## src/rtl/sram_arbiter.sv

```systemverilog
// Two-port (instruction fetch / data) arbiter for an asynchronous external SRAM.
// Optional feature macro SRAM_ARB_RR_EN: round-robin tie breaking (default: data port wins ties).

module sram_arbiter #(
  parameter int unsigned WAIT_CYCLES = 1
) (
  input  logic        clk,
  input  logic        rst,
  input  logic        if_req,
  input  logic [31:0] if_addr,
  output logic        if_ack,
  output logic [31:0] if_rdata,
  input  logic        d_req,
  input  logic        d_we,
  input  logic [3:0]  d_be,
  input  logic [31:0] d_addr,
  input  logic [31:0] d_wdata,
  output logic        d_ack,
  output logic [31:0] d_rdata,
  output logic [19:0] sram_addr,
  output logic [31:0] sram_wdata,
  input  logic [31:0] sram_rdata,
  output logic        sram_ce_n,
  output logic        sram_oe_n,
  output logic        sram_we_n,
  output logic [3:0]  sram_be_n,
  output logic        sram_data_oe,
  output logic        busy
);

  typedef enum logic [1:0] {
    IDLE   = 2'd0,
    SETUP  = 2'd1,
    ACCESS = 2'd2,
    DONE   = 2'd3
  } state_t;

  localparam logic [3:0] LAST_CNT = 4'(WAIT_CYCLES - 1);

  state_t      state_r;
  logic [3:0]  cnt_r;
  logic        gnt_d_r;
  logic        we_r;
  logic        pick_d_s;
  logic        if_ack_r, d_ack_r, busy_r;
  logic [31:0] if_rdata_r, d_rdata_r, sram_wdata_r;
  logic [19:0] sram_addr_r;
  logic        sram_ce_n_r, sram_oe_n_r, sram_we_n_r, sram_data_oe_r;
  logic [3:0]  sram_be_n_r;
  logic        unused_addr_bits_s;

`ifdef SRAM_ARB_RR_EN
  logic        last_d_r;
`endif

  // Only word address bits [21:2] reach the SRAM.
  assign unused_addr_bits_s = ^{if_addr[31:22], if_addr[1:0], d_addr[31:22], d_addr[1:0]};

  // Grant decision for the IDLE state.
  always_comb begin
    pick_d_s = 1'b0;
    if (d_req && !if_req) begin
      pick_d_s = 1'b1;
    end else if (d_req && if_req) begin
`ifdef SRAM_ARB_RR_EN
      pick_d_s = ~last_d_r;
`else
      pick_d_s = 1'b1;
`endif
    end else begin
      pick_d_s = 1'b0;
    end
  end

  // Transfer FSM; every output is registered with the value of the state being entered.
  always_ff @(posedge clk or negedge rst) begin
    if (!rst) begin
      state_r        <= IDLE;
      cnt_r          <= 4'd0;
      gnt_d_r        <= 1'b1;
      we_r           <= 1'b0;
      if_ack_r       <= 1'b0;
      d_ack_r        <= 1'b0;
      if_rdata_r     <= 32'd0;
      d_rdata_r      <= 32'd0;
      sram_addr_r    <= 20'd0;
      sram_wdata_r   <= 32'd0;
      sram_ce_n_r    <= 1'b1;
      sram_oe_n_r    <= 1'b1;
      sram_we_n_r    <= 1'b1;
      sram_be_n_r    <= 4'hF;
      sram_data_oe_r <= 1'b0;
      busy_r         <= 1'b0;
`ifdef SRAM_ARB_RR_EN
      last_d_r       <= 1'b1;
`endif
    end else begin
      if_ack_r <= 1'b0;
      d_ack_r  <= 1'b0;
      case (state_r)
        IDLE: begin
          if (if_req || d_req) begin
            state_r     <= SETUP;
            busy_r      <= 1'b1;
            gnt_d_r     <= pick_d_s;
            sram_ce_n_r <= 1'b0;
            sram_we_n_r <= 1'b1;
`ifdef SRAM_ARB_RR_EN
            last_d_r    <= pick_d_s;
`endif
            if (pick_d_s) begin
              we_r           <= d_we;
              sram_addr_r    <= d_addr[21:2];
              sram_wdata_r   <= d_wdata;
              sram_be_n_r    <= ~d_be;
              sram_oe_n_r    <= d_we;
              sram_data_oe_r <= d_we;
            end else begin
              we_r           <= 1'b0;
              sram_addr_r    <= if_addr[21:2];
              sram_be_n_r    <= 4'b0000;
              sram_oe_n_r    <= 1'b0;
              sram_data_oe_r <= 1'b0;
            end
          end
        end
        SETUP: begin
          state_r     <= ACCESS;
          cnt_r       <= 4'd0;
          sram_we_n_r <= ~we_r;
        end
        ACCESS: begin
          if (cnt_r == LAST_CNT) begin
            state_r     <= DONE;
            sram_we_n_r <= 1'b1;
            if (gnt_d_r) begin
              d_ack_r <= 1'b1;
              if (!we_r) d_rdata_r <= sram_rdata;
            end else begin
              if_ack_r   <= 1'b1;
              if_rdata_r <= sram_rdata;
            end
          end else begin
            cnt_r <= cnt_r + 4'd1;
          end
        end
        DONE: begin
          state_r        <= IDLE;
          cnt_r          <= 4'd0;
          busy_r         <= 1'b0;
          sram_ce_n_r    <= 1'b1;
          sram_oe_n_r    <= 1'b1;
          sram_we_n_r    <= 1'b1;
          sram_be_n_r    <= 4'hF;
          sram_data_oe_r <= 1'b0;
        end
        default: begin
          state_r        <= IDLE;
          cnt_r          <= 4'd0;
          busy_r         <= 1'b0;
          sram_ce_n_r    <= 1'b1;
          sram_oe_n_r    <= 1'b1;
          sram_we_n_r    <= 1'b1;
          sram_be_n_r    <= 4'hF;
          sram_data_oe_r <= 1'b0;
        end
      endcase
    end
  end

  assign if_ack       = if_ack_r;
  assign d_ack        = d_ack_r;
  assign if_rdata     = if_rdata_r;
  assign d_rdata      = d_rdata_r;
  assign sram_addr    = sram_addr_r;
  assign sram_wdata   = sram_wdata_r;
  assign sram_ce_n    = sram_ce_n_r;
  assign sram_oe_n    = sram_oe_n_r;
  assign sram_we_n    = sram_we_n_r;
  assign sram_be_n    = sram_be_n_r;
  assign sram_data_oe = sram_data_oe_r;
  assign busy         = busy_r;

endmodule

```

## config.mk

```make
export PLATFORM = sky130hd
export DESIGN_NAME = sram_arbiter
export DESIGN_NICKNAME = d
export VERILOG_FILES = /design/src/rtl/sram_arbiter.sv
export SDC_FILE = /design/constraint.sdc
export NUM_CORES = 1
export LEC_CHECK = 0
export BUFFER_PORTS_ARGS = -buffer_cell sky130_fd_sc_hd__buf_2
export CAP_MARGIN = 20
export CORE_MARGIN = 1
export CORE_UTILIZATION = 46
export DETAILED_ROUTE_END_ITERATION = 6
export PLACE_DENSITY = 0.86
export SETUP_SLACK_MARGIN = 0.15
export SLEW_MARGIN = 0
export SYNTH_ARGS = -nofsm -noshare
export SYNTH_HDL_FRONTEND = slang
export SYNTH_SLANG_ARGS = --single-unit
export TNS_END_PERCENT = 100
```

## constraint.sdc

```tcl
create_clock -name clk -period 2.32 [get_ports clk]
set_input_delay 0.116 -clock clk [delete_from_list [all_inputs] [get_ports clk]]
set_output_delay 0.116 -clock clk [all_outputs]
set_load 0.05 [all_outputs]
```

==> results of run 1 <==
per-stage QoR:
step	total power [uW]	setup WS (ns)	area (um^2)	utilization	hold slack (ns)
6_report	14800	0.236	8590	0.740	0.0303
5_1_grt	15400	0.152	8590	0.740	0.0396
4_1_cts	14600	0.185	8560	0.737	0.00299
3_3_place_gp	11500	0.216	6910	0.595	0.184
3_5_place_dp	11800	0.0814	6910	0.595	0.196
2_1_floorplan	9890	0.520	5570	-	-0.180
Yosys cell counts, types with 5 or more instances:
library cell  number
nor2_1             7
dfrtp_1          127
ha_1               8
o21ai_0           12
nand2_1           27
inv_1              6
mux2_2            29
o21ai_1           13
dfstp_2            8
mux2_1            74
a21oi_1            5
mux2i_1           21
buf_2              8
clkbuf_1           7
cell families after synthesis:
group	Yosys count	share of synthesized area
AND/OR/NAND/NOR	50	0.0472
adder cells (fa/ha/maj)	8	0.0180
multiplexers	124	0.246
buffers and inverters	27	0.0261
flip-flops	135	0.609
AO/OA/AOI/OAI	48	0.0537
area by class of cell:
| class | count | area, um^2 |
|---|---|---|
| clock inverter | 8 | 93.8 |
| timing repair buffer | 351 | 2340 |
| multi-input combinational | 231 | 2070 |
| inverter | 6 | 22.5 |
| clock buffer | 23 | 498 |
| fill | 677 | 3020 |
| sequential | 135 | 3390 |
| tap | 143 | 179 |
path summary, 6_finish.rpt:
| path | start | to | slack (ns) | depth (start not counted) |
|---|---|---|---|---|
| setup reg to reg | state_r[0] | d_rdata[10] | 0.24 | 5 |
| hold / removal | d_be[1] | sram_be_n[1] | 0.03 | 4 |
| max in group asynchronous | rst | sram_wdata[3] | 1.20 | 3 |
| setup / recovery | state_r[0] | d_rdata[10] | 0.24 | 5 |
| min in group asynchronous | rst | d_rdata[12] | 0.31 | 2 |
| hold reg to reg | sram_ce_n | sram_ce_n | 0.48 | 2 |
power groups by stage:
stage / Clock, uW / Sequential (uW) / Combinational [uW]
2_1_floorplan: 0 / 8050 / 1840
3_3_place_gp: 0 / 4150 / 7330
3_5_place_dp: 0 / 4240 / 7510
4_1_cts: 2700 / 4240 / 7700
5_1_grt: 2810 / 4440 / 8160
6_report: 2670 / 4320 / 7850
what timing repair did:
item	4_1_cts	5_1_grt
setup buffers	0	1
hold buffers	104	0
resized for setup	1	2
setup endpoints to repair	32	40
endpoints found under the hold margin	191	0
pin swaps	1	0
gates cloned	1	0
critical path, cell delays in order (launching register included):
cell and delay, ns:
dfrtp_1 0.42, inv_1 0.13, ha_1 0.32, and4bb_4 0.37, nand3b_4 0.28, mux2_1 0.42
state kept, by name, indices dropped and copies added (netlist names), 2 cells and up:
signal / cells
sram_be_n: 4
if_rdata: 32
d_rdata: 32
state_r: 2
sram_wdata: 32
sram_addr: 20
cnt_r: 4
routing by layer:
metal,GRT usage,up-vias,routed length (um)
met5,0,-,0
met4,0.119,0,445
met3,0.0735,38,1340
met2,0.494,245,8710
met1,0.315,2302,6430
li1,-,2097,-
==> results.cfg, run 1 <==
[cts]
numCtsBuffers = 17
cts_num_sinks = 135
clock_path_buffers = 2
cts-root-buf = clkbuf_16
clock_latency_ns = 0.41
cts_tree = yes
clk_pin_slew_ns = 0.06
h-tree-depth = 4

[critical_path]
worstSetupEndpointType = register
critPathKind = register to register
crit_required_ns = 2.60
start_kind = register
crit_path_max_fanout = 16
crit_arrival_ns = 2.36

[yosys]
synthDistinctLibCells = 42
synth_async_sr_flop_share = 1.00
netlist_top_cells_area = dfrtp_1 (57%), mux2_1 (15%), mux2_2 (5.9%)
syn-instance-count = 392
yosys_warnings = 0
ys_seq_elements = 135
synth_edf_count = 0
synth_top_cell_area_share = 0.571
yosys_most_used_dff = dfrtp_1
synth_top_area_cell = dfrtp_1
synth_area_per_cell_um2 = 14.2
seq_area_frac_synth = 0.609
synth_nets = 537
syn_area_um2 = 5570

[global_route]
grt_first_pass_wirelength_um = 26600
antenna_found_initial = 0
first_global_vias = 5095
grt_max_degree = 77
grt_usage = 0.278
grt_overflow = 0

[cells_and_area]
fin_nets = 887
stdcell_count = 897
final_common_cell = buf_2
area_growth_syn_to_layout_pct = 54.4
mostFrequentLayoutCells = buf_2 (238), dfrtp_1 (127), dlygate4sd3_1 (104)
diodes = 0
drive_gt1_frac = 0.427

[worst_hold_path]
worstHoldPathType = primary input to register

[drt]
detail-route-antenna-nets = 0
viasPerCell = 5.22
vias = 4682
wire_per_inst_um = 18.9
drt-pass1-iter-count = 7
drc = 20
drt-initial-drc-count = 247
wl_um = 16900

[sta]
grt_setup_unrepaired = true
max_slew_margin = 0.532
setup_viol = 0
fin_crit_ns = 2.08
fin_worst_skew_ns = 0.00842
final.period_utilization = 0.898
fmax_mhz = 480
hold_viol = 0
worst_pin_slew_ns = 0.703
slew_viol_final = 0
setup_tns_ns = 0

[placed_design]
hpwl_um = 9320
dp_cells = 760
gp_congestion = 0.770
io_buffers = 239

[power]
p_int_uw = 7420
vdd_drop_max_mv = 1.17
p_sw_frac = 0.500
p_per_area_nw_per_um2 = 1730
pwr-share-clk = 0.180
combPwrFrac = 0.529
seq_power_share = 0.291
p_leak_uw = 0.00422
power_switching_uw = 7430

[floorplan]
coreArea_um2 = 11600
die_height_um = 112
num_rows = 39
floorplan.initialDensity = 0.479
die_w_um = 112
io_pins = 264
die-area_um2 = 12500

[status]
outcome = finished, violations left
violations = DRC

[run]
cap_viol_max_count = 0
Note: power is estimated with default switching activity, not from simulation.
==> run 2: changes to the inputs <==
- CELL_PAD_IN_SITES_DETAIL_PLACEMENT: default -> 0
- CELL_PAD_IN_SITES_GLOBAL_PLACEMENT: default -> 1
- CORE_UTILIZATION: 46 -> 36
- PLACE_DENSITY: 0.86 -> 0.87
- SLEW_MARGIN: 0 -> 15
- TNS_END_PERCENT: 100 -> 5
==> run 2 against run 1 <==
The flow now finishes without violations. Clock-buffer cell count fell by 4. Clock power rose by 6%. Die area rose by 27%. Sequential power fell by 2%. Critical path depth rose by 1. Critical path type unchanged. Sequential share of layout area fell by 0.086 points. Wire length fell by 11%. Worst setup slack improved by 0.0032 ns. Worst hold slack got worse by 0.021 ns.
==> results.cfg, run 2 (synthesized netlist as in run 1, its figures left out) <==
[status]
outcome = complete, no violations

[sta]
finalWorstSetupSlack_ns = 0.239
worst_pin_slew_ns = 0.613
grt_setup_unrepaired = false
fin_crit_ns = 2.08
whs_ns = 0.00906
slew_viol_final = 0
max_slew_margin = 0.591
setup_tns_ns = 0
hold_viol = 0
fmax_mhz = 481
final.period_utilization = 0.897
setup_viol = 0
fin_worst_skew_ns = 0.00654

[power]
p_per_area_nw_per_um2 = 1720
vdd_drop_max_mv = 0.871
power_uw = 14800
p_leak_uw = 0.00417

[drt]
detail-route-antenna-nets = 0
drt-pass1-iter-count = 4
vias = 4441
viasPerCell = 4.76
wl_um = 15100
wire_per_inst_um = 16.2
drc = 0
drt-initial-drc-count = 157

[cts]
clock_latency_ns = 0.41
numCtsBuffers = 17
cts_tree = yes
cts-root-buf = clkbuf_16
h-tree-depth = 4
clock_path_buffers = 2
clk_pin_slew_ns = 0.06
cts_num_sinks = 135

[global_route]
first_global_vias = 4833
grt_overflow = 0
grt_max_degree = 66
grt_first_pass_wirelength_um = 24600
grt_usage = 0.198
antenna_found_initial = 0

[critical_path]
timing.critical_path.cells = inv_1, ha_2, and4bb_2, nand3b_4, buf_12, mux2_1
crit_path_top_delay_cell = dfrtp_1
start_kind = register
crit_arrival_ns = 2.36
crit_path_max_fanout = 22
crit_family = simple AND/OR/NAND/NOR gates
cp_slowest_stage_delay_ns = 0.43
crit_buf_inv = 2
crit_required_ns = 2.60
critPathKind = register to register
worstSetupEndpointType = register

[placed_design]
hpwl_um = 10100
io_buffers = 239
gp_congestion = 0.728
pre_cts_ws_ns = 0.217

[run]
cap_viol_max_count = 0

[floorplan]
io_pins = 264
die_height_um = 126
num_rows = 45
coreArea_um2 = 15100
die_w_um = 126
floorplan.initialDensity = 0.367
die-area_um2 = 16000

[cells_and_area]
drive_gt1_frac = 0.431
fin_nets = 879
diodes = 0
mostFrequentLayoutCells = buf_2 (238), dfrtp_1 (127), dlygate4sd3_1 (97)
area_growth_syn_to_layout_pct = 54.7
final_common_cell = buf_2
n_fill_cell = 1206

[worst_hold_path]
worstHoldPathType = primary input to register
[run 2: layout make-up]
class,count,area [um^2],area share
multi-input cells,230,2040,0.237
well taps,188,235,0.0273
flip-flops and latches,135,3390,0.393
clock inverters,11,173,0.0201
repair buffers,344,2300,0.267
clock buffers,19,453,0.0526
inverters,6,22.5,0.00262
[run 2: power breakdown]
part / switching, uW / internal [uW]
Sequential: 640 / 3580
Clock: 990 / 1850
Combinational: 5620 / 2120
[run 2: worst paths after layout]
kind                       slack, ns  depth (start not counted)       endpoint       start
setup / recovery                0.24                          6    d_rdata[26]  state_r[0]
hold / removal                 0.009                          3  sram_addr[19]  d_addr[21]
setup reg to reg                0.24                          6    d_rdata[26]  state_r[0]
hold reg to reg                 0.48                          2      sram_ce_n   sram_ce_n
max in group asynchronous       1.30                          3   if_rdata[25]         rst
min in group asynchronous       0.27                          2   if_rdata[12]         rst
[run 2: stage by stage]
| stage | instances | area, um^2 | utilization |
|---|---|---|---|
| floorplan | 392 | 5570 | - |
| global placement | 806 | 7010 | 0.463 |
| detailed placement | 806 | 7010 | 0.463 |
| CTS | 933 | 8610 | 0.568 |
| global route | 933 | 8610 | 0.569 |
| finish | 933 | 8610 | 0.569 |
[run 2: repair_timing]
item                                    CTS  global route
endpoints found under the hold margin   173             0
hold buffers                             97             0
setup buffers                             0             0
endpoints found under the setup margin    0            54
resized for setup                         0             1
[run 2: metal layers]
metal | part of all wire | GRT usage
met1 | 0.42 | 0.230
met2 | 0.49 | 0.341
met3 | 0.076 | 0.0675
met4 | 0.019 | 0.0687
met5 | 0 | 0
[run 2: tightest hold or removal path: cells and delay by family]
kind,cells,cell delay [ns]
AOI/OAI and AO/OA,1,0.13
buffers and inverters,1,0.07
muxes,1,0.06
